### src/rtl/video_timing_pkg.sv
// -----------------------------------------------------------------------------
// video_timing_pkg
//   Shared constants and types for the video timing generator:
//     - COORD_W / COORD_MAX : width and ceiling of every counter and coordinate
//     - *_720P              : default 1280x720 timing (clocks / lines)
//     - POL_*               : sync polarity encodings
//     - timing_out_t        : the bundle of registered timing outputs
//     - in_window()         : half-open range test used by the decoders
// -----------------------------------------------------------------------------
package video_timing_pkg;

    localparam int COORD_W   = 12;
    localparam int COORD_MAX = (1 << COORD_W) - 1;

    localparam int H_ACTIVE_720P = 1280;
    localparam int H_FP_720P     = 110;
    localparam int H_SYNC_720P   = 40;
    localparam int H_BP_720P     = 220;
    localparam int V_ACTIVE_720P = 720;
    localparam int V_FP_720P     = 5;
    localparam int V_SYNC_720P   = 5;
    localparam int V_BP_720P     = 20;

    localparam logic POL_POSITIVE = 1'b1;
    localparam logic POL_NEGATIVE = 1'b0;

    typedef struct packed {
        logic               hs;
        logic               vs;
        logic               de;
        logic [COORD_W-1:0] x;
        logic [COORD_W-1:0] y;
        logic               frame_start;
    } timing_out_t;

    // True when lo <= cnt < lo + len.
    function automatic logic in_window(input logic [COORD_W-1:0] cnt,
                                       input int lo, input int len);
        return (int'(cnt) >= lo) && (int'(cnt) < lo + len);
    endfunction

endpackage

### src/rtl/mod_counter.sv
// -----------------------------------------------------------------------------
// mod_counter
//   Modulo-MODULUS up counter with synchronous clear.
//   Ports:
//     clk    in   clock, rising edge
//     reset  in   asynchronous, active-high reset to 0
//     clr    in   synchronous clear to 0 (wins over en)
//     en     in   advance by one this clock
//     count  out  current count, 0..MODULUS-1
//     carry  out  high on the enabled clock that wraps MODULUS-1 -> 0
// -----------------------------------------------------------------------------
module mod_counter
    import video_timing_pkg::*;
#(
    parameter int MODULUS = 2
) (
    input  logic               clk,
    input  logic               reset,
    input  logic               clr,
    input  logic               en,
    output logic [COORD_W-1:0] count,
    output logic               carry
);

    localparam logic [COORD_W-1:0] LAST = COORD_W'(MODULUS - 1);

    logic [COORD_W-1:0] count_d;
    logic [COORD_W-1:0] count_q;

    // Combinational carry so a chained counter steps on the same edge as the wrap.
    assign carry = en && !clr && (count_q == LAST);

    // NOTE: every signal assigned in always_comb gets a default first; a path
    // that leaves it unassigned would infer a latch.
    always_comb begin
        count_d = count_q;
        if (clr) begin
            count_d = '0;
        end else if (en) begin
            count_d = carry ? '0 : count_q + COORD_W'(1);
        end
    end

    // NOTE: flops use non-blocking (<=) so every register samples pre-edge
    // values regardless of process ordering; blocking here would race.
    // NOTE: reset sits in the sensitivity list, so it acts immediately and
    // does not need a running clock.
    always_ff @(posedge clk or posedge reset) begin
        if (reset) begin
            count_q <= '0;
        end else begin
            count_q <= count_d;
        end
    end

    assign count = count_q;

endmodule

### src/rtl/video_timing_gen.sv
// -----------------------------------------------------------------------------
// video_timing_gen
//   Raster timing generator: sync, back porch, active, front porch, both axes.
//   Two chained mod_counters walk (h_cnt, v_cnt); a decoder turns the current
//   position into registered outputs, so all outputs lag the counter state by
//   exactly one clock and stay mutually aligned.
//   Ports:
//     clk          in   pixel clock, rising edge
//     reset        in   asynchronous, active-high reset
//     en           in   run enable; low parks the raster at its origin
//     hs / vs      out  sync, level HS_POL / VS_POL while in sync
//     de           out  active-video data enable
//     x / y        out  active pixel column / row, 0 outside active video
//     frame_start  out  one-clock pulse for position (0,0)
// -----------------------------------------------------------------------------
module video_timing_gen
    import video_timing_pkg::*;
#(
    parameter int   H_ACTIVE = H_ACTIVE_720P,
    parameter int   H_FP     = H_FP_720P,
    parameter int   H_SYNC   = H_SYNC_720P,
    parameter int   H_BP     = H_BP_720P,
    parameter int   V_ACTIVE = V_ACTIVE_720P,
    parameter int   V_FP     = V_FP_720P,
    parameter int   V_SYNC   = V_SYNC_720P,
    parameter int   V_BP     = V_BP_720P,
    parameter logic HS_POL   = POL_POSITIVE,
    parameter logic VS_POL   = POL_POSITIVE
) (
    input  logic               clk,
    input  logic               reset,
    input  logic               en,
    output logic               hs,
    output logic               vs,
    output logic               de,
    output logic [COORD_W-1:0] x,
    output logic [COORD_W-1:0] y,
    output logic               frame_start
);

    localparam int H_TOTAL     = H_SYNC + H_BP + H_ACTIVE + H_FP;
    localparam int V_TOTAL     = V_SYNC + V_BP + V_ACTIVE + V_FP;
    localparam int H_ACT_START = H_SYNC + H_BP;
    localparam int V_ACT_START = V_SYNC + V_BP;

    localparam timing_out_t OUT_IDLE = '{
        hs:          ~HS_POL,
        vs:          ~VS_POL,
        de:          1'b0,
        x:           '0,
        y:           '0,
        frame_start: 1'b0
    };

    // Totals must fit the coordinate width; refuse to elaborate otherwise.
    if (H_TOTAL > COORD_MAX) begin : g_h_total_too_big
        $error("video_timing_gen: H_TOTAL exceeds counter range");
    end
    if (V_TOTAL > COORD_MAX) begin : g_v_total_too_big
        $error("video_timing_gen: V_TOTAL exceeds counter range");
    end

    logic [COORD_W-1:0] h_cnt;
    logic [COORD_W-1:0] v_cnt;
    logic               h_wrap;
    logic               v_wrap;

    // en low clears both counters on the next clock, so re-enabling always
    // begins at the frame origin.
    mod_counter #(.MODULUS(H_TOTAL)) u_h_cnt (
        .clk   (clk),
        .reset (reset),
        .clr   (~en),
        .en    (en),
        .count (h_cnt),
        .carry (h_wrap)
    );

    mod_counter #(.MODULUS(V_TOTAL)) u_v_cnt (
        .clk   (clk),
        .reset (reset),
        .clr   (~en),
        .en    (h_wrap),
        .count (v_cnt),
        .carry (v_wrap)
    );

    timing_out_t out_d;
    timing_out_t out_q;
    logic        h_act;
    logic        v_act;

    always_comb begin
        out_d = OUT_IDLE;
        h_act = in_window(h_cnt, H_ACT_START, H_ACTIVE);
        v_act = in_window(v_cnt, V_ACT_START, V_ACTIVE);
        if (en) begin
            out_d.hs = in_window(h_cnt, 0, H_SYNC) ? HS_POL : ~HS_POL;
            // vs decodes v_cnt only, and v_cnt moves only at the h wrap, so vs
            // toggles exactly when hs enters its sync pulse.
            out_d.vs = in_window(v_cnt, 0, V_SYNC) ? VS_POL : ~VS_POL;
            out_d.de = h_act && v_act;
            if (h_act && v_act) begin
                out_d.x = h_cnt - COORD_W'(H_ACT_START);
                out_d.y = v_cnt - COORD_W'(V_ACT_START);
            end
            out_d.frame_start = (h_cnt == '0) && (v_cnt == '0);
        end
    end

    always_ff @(posedge clk or posedge reset) begin
        if (reset) begin
            out_q <= OUT_IDLE;
        end else begin
            out_q <= out_d;
        end
    end

    assign hs          = out_q.hs;
    assign vs          = out_q.vs;
    assign de          = out_q.de;
    assign x           = out_q.x;
    assign y           = out_q.y;
    assign frame_start = out_q.frame_start;

    // Frame wrap is implied by the counters themselves; nothing consumes it.
    logic unused_v_wrap;
    assign unused_v_wrap = v_wrap;

endmodule
### config.mk
export PLATFORM = sky130hd
export DESIGN_NAME = video_timing_gen
export DESIGN_NICKNAME = d
export VERILOG_FILES = /design/src/rtl/video_timing_pkg.sv /design/src/rtl/mod_counter.sv /design/src/rtl/video_timing_gen.sv
export SDC_FILE = /design/constraint.sdc
export NUM_CORES = 1
export LEC_CHECK = 0
export BUFFER_PORTS_ARGS = -buffer_cell sky130_fd_sc_hd__buf_4
export CAP_MARGIN = 20
export CORE_ASPECT_RATIO = 1.5
export CORE_MARGIN = 1
export CORE_UTILIZATION = 55
export CTS_CLUSTER_SIZE = 12
export DETAILED_ROUTE_END_ITERATION = 8
export GPL_TIMING_DRIVEN = 1
export PLACE_DENSITY = 0.78
export SYNTH_ARGS = -nofsm -noshare
export SYNTH_HDL_FRONTEND = slang
export SYNTH_SLANG_ARGS = --single-unit
### constraint.sdc
create_clock -name clk -period 2.4 [get_ports clk]
set_input_delay 0.48 -clock clk [delete_from_list [all_inputs] [get_ports clk]]
set_output_delay 0.48 -clock clk [all_outputs]
set_load 0.05 [all_outputs]
* After elaboration in Yosys (flattened, before gate mapping) *
Index checks and enable logic that the tools add are counted.

storage, ports and cells
  bits in registers = 52
  input bits = 3
  output and inout port bits = 28
  logic and storage cells = 39

cells by class
  $add $sub $neg = 4
  order comparisons = 6
  eq/ne operators = 3
  muxes and demuxes = 9
  reduce and logical (&&, ||, !) cells = 9

operators by type and width
  cell                   number
  $mux 12                5
  $mux 28                1
  $add 12x1->12 const B  2
  $logic_not 12->1       2
  $mux 24                1
  $eq 12x10->1 const B   1
  $eq 12x11->1 const B   1
  $ge 12x5->1 const B    1
  $ge 12x9->1 const B    1
  $lt 12x10->1 const B   1
  $lt 12x11->1 const B   1
  $lt 12x3->1 const B    1
  $lt 12x6->1 const B    1
  $sub 12x5->12 const B  1
  $sub 12x9->12 const B  1
  $logic_and 1x1->1      7
  $mux 1                 2
  $ne 2x1->1 const B     1

* Longest topological paths before layout *
Gate-level depths: netlist of the first run.

  depth after elaboration = 7
  mapped depth = 7

* Modules after synthesis *
A second synthesis of the first run with hierarchy kept.

unflattened totals
  cell total of the unflattened synthesis = 298
  area, all modules = 2813.9 µm²

modules (own cells, without submodules)
  module                  times used  cells an instance  area an instance (µm²)  seq. area each (µm²)
  video_timing_gen        1           138                1402.6                  700.7
  mod_counter at u_v_cnt  1           82                 720.7                   300.3
  mod_counter at u_h_cnt  1           78                 690.7                   300.3

* Least setup slack after synthesis of the first run *
No wires, ideal clock.

  kind = reg-to-reg
  from = reg u_h_cnt.count_q[3], in the netlist u_h_cnt.count[3]
  to = reg out_q (netlist bit x[4])
  library setup time = 80 ps
  arrival time = 1892 ps
  path slack = 428 ps
  stages on the path, launching flop included = 8
  path buffers = 1
  clock period less this slack = 1972 ps
  cell sequence = dfrtp_1 inv_1 ha_1 or3b_4 o41ai_4 o211ai_4 buf_6 nor3_2

RTL lines
  what                    RTL line                 text
  start, declared         mod_counter.sv:28        logic [COORD_W-1:0] count_q;
  start signal, assigned  mod_counter.sv:52        count_q <= count_d;
  end signal, assigned    video_timing_gen.sv:115  out_q <= out_d;
  end, declared           video_timing_gen.sv:89   timing_out_t out_q;

==> results.txt, run 1 <==
CP Launch Type -> flop
PD cells -> 441.1 mW/mm2
Met2 wire length -> 3345 um
Max Fclk -> 440.1 MHz
Register area -> 0.001301 mm2
Post-synth EDFFs -> 0
Fillers -> 424
Max VDD drop -> 0.0002411 V
Vias -> 2238
WL/cell -> 16.73 um
Count of cell types in the netlist -> 57
Post-synth top cells -> dfrtp_1 (52), nor3_2 (20), nor2_1 (19)
Final Cell Area -> 0.003354 mm2
Met3 WL post-DR -> 240 um
Clock Path Buffers -> 2
Met1 wire length -> 2554 um
Highest metal used -> met4
CTS tree -> done
Crit. End Element -> flop
WL final -> 6342 um
Yosys reg bits -> 52
Data required, critical path -> 2.63 ns
Tot GR Track Use -> 23.66%
Worst hold path type -> primary input to async pin
Top post-synthesis cells by area -> dfrtp_1 (43%), nor3_2 (6.7%), xnor2_1 (5.0%), ha_1 (4.2%), buf_6 (3.0%)
Area Overhead vs Synth -> 11.94%
Root buffer cell -> clkbuf_8
Yosys top cell area share -> 43.42%
Status -> completed
Via/cell ratio -> 5.905
YS warnings -> 0
Crit path kind -> flop to flop
Remaining DRCs -> 0
Area leader, netlist -> dfrtp_1
DR iter-0 viols -> 146
DRT Pass-1 Iters -> 4
Antenna-violating nets left -> 0
Netlist Area Pre-Place -> 0.002997 mm2
Nets -> 323
Synthesized instance count -> 281
Layout cell share with drive strength beyond 1 -> 29.58%
Slew HR -> 37.00%
Antenna diode count -> 0
Syn_area_per_cell -> 10.66 um2
First-pass GRT wire length -> 10430 um
Final core utilization -> 64.45%
Sequential-to-total area share from yosys stat -> 43.42%
Worst reg2reg endpoint -> y[3]
Crit Path Max Fanout -> 23
Area of the multi-input gates -> 0.001499 mm2
Final setup violation count -> 0
Max cap viols -> 0
Final Critical Period -> 2.272 ns
Final Hold Violating Endpoints -> 0
CP arrival -> 2.50 ns
Part of the cycle the worst path needs -> 94.68%
Layout Skew -> 0.008668 ns
# clock sinks -> 52
Pleak -> 0.001477 uW
Largest net degree at the start of global routing -> 53
Vias in the first global route -> 2194
Die extent in x -> 62.27 um
Post-Syn Nets -> 294
Fin. max-slew vios -> 0
Core ar. -> 0.005205 mm2
Most instantiated library cell after synthesis -> dfrtp_1
CTS buffer count -> 5
RSZ-0062 raised after global routing -> yes
Pwr Total -> 1480 uW
Cell row count -> 32
Total grt overflow -> 0
Initial antenna violation count -> 0
Worst Max-Slew Pin Slew -> 0.9406 ns
Clock-pin slew on the worst setup and hold paths -> 0.10 ns
R2r startpoint -> u_h_cnt.count[3]
Reg2Reg Depth -> 6
Ports -> 31
Clock Latency Late Sink -> 0.31 ns
CTS H-Tree Depth -> 2
Post-CTS Setup Bufs -> 0
DP HPWL -> 4581 um
Fin Hold WS -> 0.3354 ns
Routability congestion estimate -> 0.8157
Initial Utilization -> 57.57%
R2r setup slk -> 0.13 ns
Port Buf Inserts -> 30
Die area -> 0.005754 mm2
Placed Area -> 0.003251 mm2
Post-synth ARST share -> 100.0%
Top FF cell, synth -> dfrtp_1
Die height -> 92.40 um
state kept, by name, indices dropped and copies added (netlist names):
register and count:
hs 1, y 12, u_v_cnt.count 12, u_h_cnt.count 12
de 1, x 12, vs 1, frame_start 1
cell families after synthesis:
group	after synthesis	share of synthesized area (%)
and+or+nand+nor	122	26.81
AOI/OAI and AO/OA	38	10.94
xor gates and xnor gates	26	7.599
buffers and inverters	33	7.057
DFF	52	43.42
adders and majority gates	10	4.175
routing by layer:
metal  global-route usage (%)  vias to the layer above
li1                         -                     1061
met1                    26.89                     1096
met2                    42.31                       65
met3                    3.818                       16
met4                    12.40                        0
met5                        0                        -
worst max path at each step:
| stage | start | end | slack, ns | cells past startpoint |
|---|---|---|---|---|
| 3_5_place_dp | u_h_cnt.count[3] | y[3] | 0.11 | 6 |
| 2_1_floorplan | u_h_cnt.count[3] | x[4] | 0.43 | 7 |
| 5_1_grt | u_h_cnt.count[3] | y[3] | -0.02 | 6 |
| 3_3_place_gp | u_h_cnt.count[3] | y[3] | 0.20 | 6 |
| 4_1_cts | u_h_cnt.count[3] | y[2] | 0.09 | 6 |
| 6_report | u_h_cnt.count[3] | y[3] | 0.13 | 6 |
report_power, final:
part | switching, uW | internal (uW) | total (uW)
clock | 288 | 208 | 496
sequential | 5.37 | 883 | 888
combinational | 65.6 | 30.3 | 96.0
total | 359 | 1120 | 1480
final cells by class:
| cell class | count | area share, % |
|---|---|---|
| Multi-Input combinational cell | 196 | 44.68 |
| Sequential cell | 52 | 38.79 |
| Timing Repair Buffer | 43 | 9.996 |
| Tap cell | 68 | 2.536 |
| Clock buffer | 6 | 2.163 |
| Inverter | 12 | 1.343 |
| Clock inverter | 2 | 0.4849 |
cells in the final DEF, fill, tap and decap left out, types with 7 or more instances in the layout:
cell type,Yosys,routed
nor3_2,20,23
xnor2_1,17,17
xor2_1,9,9
nand4_1,10,10
buf_4,0,42
dfrtp_1,52,52
ha_1,10,10
nand3_1,13,13
inv_1,11,10
nand2_1,15,15
a31oi_1,7,7
nor2_1,19,19
per-stage QoR:
stage | setup TNS [ns] | instances | setup slack (ns)
6_report | 0 | 379 | 0.1276
3_5_place_dp | 0 | 371 | 0.1100
5_1_grt | -0.04218 | 379 | -0.02117
4_1_cts | 0 | 379 | 0.09269
3_3_place_gp | 0 | 371 | 0.1996
2_1_floorplan | 0 | 281 | 0.4277
repair_timing:
item                       in CTS  in global routing
setup endpoints to repair       0                  5
hold buffers                    0                  0
resized for setup               0                  3
worst max-delay path, stage by stage (launching register included):
cell and delay [ns]:
dfrtp_1 0.44, inv_1 0.16, ha_1 0.24, or3b_4 0.43
o41ai_4 0.29, o211ai_4 0.37, nor3_2 0.26
No activity file was read; power rests on OpenSTA's default activity.
==> run 2, diff against run 1 <==
--- a/config.mk
+++ b/config.mk
@@ -8,7 +8,7 @@
 export BUFFER_PORTS_ARGS = -buffer_cell sky130_fd_sc_hd__buf_4
 export CAP_MARGIN = 20
 export CORE_ASPECT_RATIO = 1.5
-export CORE_MARGIN = 1
+export CORE_MARGIN = 3
 export CORE_UTILIZATION = 55
 export CTS_CLUSTER_SIZE = 12
 export DETAILED_ROUTE_END_ITERATION = 8
==> run 2 against run 1 <==
Compared with the run above: final area up 3.0%; sequential power barely moved; global-route usage down 1.3 points; clock power is 27% higher; clock skew fell by 0.0038 ns; setup slack lost 0.038 ns; core utilization grew 1.9 points; combinational power is 2% higher; clock-buffer cell count stayed put.
==> results.txt, run 2 (same netlist as run 1, synthesis figures left out) <==
Status -> completed
Final Hold Violating Endpoints -> 0
Data required, critical path -> 2.62 ns
Max VDD drop -> 0.0002749 V
Cell row count -> 32
Hold_buf cts -> 0
R2r startpoint -> u_h_cnt.count[3]
Worst Max-Slew Pin Slew -> 0.6494 ns
Root buffer cell -> clkbuf_8
Via/cell ratio -> 6.000
Tot GR Track Use -> 22.33%
Core ar. -> 0.005205 mm2
Initial Utilization -> 57.57%
Clock Path Buffers -> 2
CP arrival -> 2.53 ns
Part of the cycle the worst path needs -> 96.28%
# clock sinks -> 52
Crit-path max cell delay -> 0.46 ns
Clock Latency Late Sink -> 0.30 ns
Area Overhead vs Synth -> 15.32%
Ports -> 31
Nets -> 333
Clock-pin slew on the worst setup and hold paths -> 0.10 ns
CP cell instances -> inv_2 -> ha_2 -> or3b_4 -> o41ai_4 -> buf_4 -> o211ai_4 -> nor3_1
Die area -> 0.006388 mm2
Max cap viols -> 0
Worst reg2reg endpoint -> y[4]
Fin. max-slew vios -> 0
Vias in the first global route -> 2222
First-pass GRT wire length -> 10820 um
Total grt overflow -> 0
Setup Total Neg Slack -> 0 ns
Most frequent cells in the layout -> dfrtp_1 (52), buf_4 (51), nor3_2 (20)
Routability congestion estimate -> 0.8746
Largest net degree at the start of global routing -> 53
Worst hold path type -> primary input to async pin
Crit path kind -> flop to flop
Final setup violation count -> 0
Slew HR -> 56.71%
Die extent in x -> 66.27 um
WL final -> 6924 um
Remaining DRCs -> 0
WL/cell -> 17.80 um
CTS buffer count -> 5
DP HPWL -> 4818 um
Pleak -> 0.001534 uW
CP max stage cell -> o41ai_4
Most common cell after layout, fill and taps aside -> dfrtp_1
Final core utilization -> 66.39%
CP Launch Type -> flop
Port Buf Inserts -> 30
CTS H-Tree Depth -> 2
Initial antenna violation count -> 0
Antenna-violating nets left -> 0
R2r setup slk -> 0.09 ns
Vias -> 2334
CTS tree -> done
Crit Path Max Fanout -> 6
Crit. End Element -> flop
Layout Skew -> 0.004884 ns
PD cells -> 467.9 mW/mm2
RSZ-0062 raised after global routing -> yes
Layout cell share with drive strength beyond 1 -> 31.78%
Reg2Reg Depth -> 7
DRT Pass-1 Iters -> 4
Die height -> 96.40 um
DR iter-0 viols -> 158
Final Critical Period -> 2.311 ns
Antenna diode count -> 0
Fillers -> 429
Max Fclk -> 432.8 MHz
==> run 2: worst max-delay path by stage <==
stage,startpoint,endpoint,slack (ns),depth (start not counted)
after global routing,u_h_cnt.count[3],y[3],0.002,7
after global placement,u_h_cnt.count[3],y[3],0.21,6
after floorplan,u_h_cnt.count[3],x[4],0.43,7
after detailed placement,u_h_cnt.count[3],y[4],0.1,6
after CTS,u_h_cnt.count[3],y[4],0.07,6
final,u_h_cnt.count[3],y[4],0.09,7
==> run 2: worst max-delay path, delay by kind of cell, from the launching register on <==
kind                       cells  cell delay, ns
AOI/OAI and AO/OA              2            0.58
and+or+nand+nor                2            0.63
DFF                            1            0.44
buffers and inverters          2            0.35
adders and majority gates      1            0.22
==> run 2: per-stage QoR <==
| stage | worst slack [ns] | total power [uW] | instance area, um2 | instances | hold WS [ns] |
|---|---|---|---|---|---|
| after global placement | 0.2063 | 1001 | 3291 | 378 | 0.5353 |
| after global routing | 0.002142 | 1670 | 3456 | 389 | 0.3948 |
| after CTS | 0.07292 | 1628 | 3412 | 386 | 0.3645 |
| after detailed placement | 0.09856 | 1002 | 3291 | 378 | 0.5328 |
| final | 0.08930 | 1617 | 3456 | 389 | 0.3498 |
| after floorplan | 0.4277 | 970.8 | 2997 | 281 | 0.4924 |
==> run 2: power breakdown <==
part	total (uW)	internal, uW	switching (uW)
sequential	888	883	5.10
combinational	97.8	31.3	66.5
clock	631	341	290
==> run 2: area by class of cell <==
class | count | area, um2 | share of cell area (%)
Clock buffer | 6 | 82.58 | 2.390
Inverter | 12 | 45.04 | 1.303
Multi-Input combinational cell | 198 | 1520 | 43.99
Clock inverter | 2 | 38.79 | 1.122
Tap cell | 68 | 85.08 | 2.462
Timing Repair Buffer | 51 | 382.9 | 11.08
Sequential cell | 52 | 1301 | 37.65
==> run 2: what timing repair did <==
action                     in CTS  in global routing
gates resized for setup         0                  3
hold endpoints to repair        0                  0
setup buffers                   0                  1
setup endpoints to repair       0                 21
==> run 2: metal layers <==
layer	up-vias	part of all wire, %	track usage, %	wire, um
met4	0	3.7	11.86	257
met3	23	3.6	3.704	252
met2	72	54	40.10	3761
li1	1097	-	-	-
met1	1142	38	24.81	2652
met5	-	0	0	0
==> run 3, diff against run 2 <==
--- a/config.mk
+++ b/config.mk
@@ -7,7 +7,6 @@
 export LEC_CHECK = 0
 export BUFFER_PORTS_ARGS = -buffer_cell sky130_fd_sc_hd__buf_4
 export CAP_MARGIN = 20
-export CORE_ASPECT_RATIO = 1.5
 export CORE_MARGIN = 3
 export CORE_UTILIZATION = 55
 export CTS_CLUSTER_SIZE = 12
==> run 3 against run 2 <==
Compared with the run above: sequential power about the same; via count down 6.9%; first-iteration DRC count up 8.2%; die area down 0.28%; critical path type unchanged; final area down 3.5%; worst hold slack worse by 0.14 ns; non-clock buffer count down 9; flip-flop and latch count unchanged; critical endpoint is now y[2]; clock skew up 0.0050 ns; combinational power down 0.5%; core utilization down 1.9 points.
==> results.txt, run 3 (same netlist as run 1, synthesis figures left out) <==
Status -> completed
Final Cell Area -> 0.003334 mm2
Int Pwr -> 1171 uW
Crit. End Element -> flop
CP arrival -> 2.44 ns
R2r startpoint -> u_h_cnt.count[3]
Seq pwr share -> 59.1%
Most frequent cells in the layout -> dfrtp_1 (52), buf_4 (42), nor3_2 (21)
CTS tree -> done
Via/cell ratio -> 5.731
Top cell family by delay on the critical path -> simple AND/OR/NAND/NOR gates
Root buffer cell -> clkbuf_8
Antenna diode count -> 0
Worst reg2reg endpoint -> y[2]
Worst Max-Slew Pin Slew -> 0.8497 ns
Nets -> 322
# clock sinks -> 52
Reg2Reg Depth -> 6
WP buf/inv -> 1
WL final -> 5793 um
Area Overhead vs Synth -> 11.27%
Tot GR Track Use -> 19.29%
NetSw -> 330.6 uW
Worst hold path type -> primary input to async pin
Clock Path Buffers -> 2
Pleak -> 0.001474 uW
Clock power frac -> 34.4%
Routability congestion estimate -> 0.8446
Max VDD drop -> 0.0002306 V
Non-Filler Instances -> 379
Fin. max-slew vios -> 0
Vias -> 2172
Core ar. -> 0.005172 mm2
WL/cell -> 15.28 um
CTS buffer count -> 5
RSZ-0062 raised after global routing -> no
Comb pwr share -> 6.5%
Placed cell count -> 372
Worst Setup EP -> y[2]
Crit-path max cell delay -> 0.44 ns
PD cells -> 450.3 mW/mm2
Worst path depth -> 6
Ports -> 31
Total grt overflow -> 0
Hold_buf cts -> 0
Antenna-violating nets left -> 0
CP cell instances -> inv_2 -> ha_1 -> or3b_4 -> o41ai_4 -> o211ai_4 -> nor3_1
Clock-pin slew on the worst setup and hold paths -> 0.09 ns
Crit path from -> u_h_cnt.count[3]
CTS H-Tree Depth -> 2
Final setup violation count -> 0
Met1 wire length -> 2677 um
DR iter-0 viols -> 171
Remaining DRCs -> 0
Placed Area -> 0.003233 mm2
Final Critical Period -> 2.230 ns
Port Buf Inserts -> 30
Met3 WL post-DR -> 263 um
Final Hold Violating Endpoints -> 0
DP HPWL -> 4240 um
Die height -> 79.82 um
Most common cell after layout, fill and taps aside -> dfrtp_1
Switching Fraction -> 22.01%
Cell row count -> 26
Die area -> 0.006370 mm2
Met2 wire length -> 2810 um
Slew HR -> 43.08%
Vias in the first global route -> 1987
Part of the cycle the worst path needs -> 92.92%
Max cap viols -> 0
Highest metal used -> met4
Die extent in x -> 79.82 um
Largest net degree at the start of global routing -> 25
CP Launch Type -> flop
Max Fclk -> 448.4 MHz
Setup Total Neg Slack -> 0 ns
Layout cell share with drive strength beyond 1 -> 29.13%
R2r setup slk -> 0.17 ns
CP max stage cell -> dfrtp_1
Data required, critical path -> 2.61 ns
Crit Path Max Fanout -> 23
DRT Pass-1 Iters -> 4
Initial antenna violation count -> 0
First-pass GRT wire length -> 9680 um
Layout Skew -> 0.009870 ns
Crit path kind -> flop to flop
Initial Utilization -> 57.93%
Clock Latency Late Sink -> 0.30 ns
-- run 3: cell count changes in the layout (fill, tap and decap cells not counted), sizes merged --
cell    change
buf         -9
o211ai      -2
bufinv      -1
clkbuf      +1
clkinv      -1
-- run 3: how the worst min path moves through the flow --
stage | start | to | slack [ns] | depth (start not counted)
after floorplan | u_h_cnt.count[0] | u_h_cnt.count[0] | 0.49 | 1
after global placement | u_h_cnt.count[0] | u_h_cnt.count[0] | 0.52 | 1
after detailed placement | u_h_cnt.count[0] | u_h_cnt.count[0] | 0.54 | 1
after CTS | reset | u_v_cnt.count[0] | 0.23 | 2
after global routing | reset | u_v_cnt.count[3] | 0.24 | 2
final | reset | u_h_cnt.count[10] | 0.21 | 2
-- run 3: metrics by stage --
step | util (%) | power, uW | hold WS (ns) | worst slack, ns
after CTS | 64.37 | 1514 | 0.2259 | 0.09647
after global placement | 62.51 | 1002 | 0.5237 | 0.2181
after detailed placement | 62.51 | 1004 | 0.5357 | 0.1150
after global routing | 64.47 | 1567 | 0.2414 | 0.02384
after floorplan | - | 970.8 | 0.4924 | 0.4277
final | 64.47 | 1502 | 0.2108 | 0.1698
-- run 3: per-layer routing --
layer  vias up  track usage, %
li1       1060               -
met1      1048           27.13
met2        60           30.63
met3         4           3.612
met4         0           5.068
met5         -               0
-- run 3: area by class of cell --
type / instances / area [um2]
tap: 70 / 87.58
clock buffer: 7 / 96.34
fill: 411 / 1838
sequential: 52 / 1301
multi-input combinational: 196 / 1489
inverter: 12 / 45.04
timing repair buffer: 42 / 315.3
-- run 3: worst reg2reg max path: stages, from the launching register on --
cell	delay, ns
dfrtp_1	0.44
inv_2	0.12
ha_1	0.23
or3b_4	0.43
o41ai_4	0.29
o211ai_4	0.35
nor3_1	0.28
-- run 3: what timing repair did --
| item | 4_1_cts | 5_1_grt |
|---|---|---|
| gates resized for setup | 0 | 2 |
| setup endpoints to repair | 0 | 9 |
| setup buffers | 0 | 0 |
-- run 3: power by group through the flow --
stage	logic, uW	registers [uW]	clock network, uW
2_1_floorplan	52.3	918	0
3_3_place_gp	97.5	905	0
3_5_place_dp	98.7	905	0
4_1_cts	99.0	888	527
5_1_grt	108	889	570
6_report	97.3	888	517
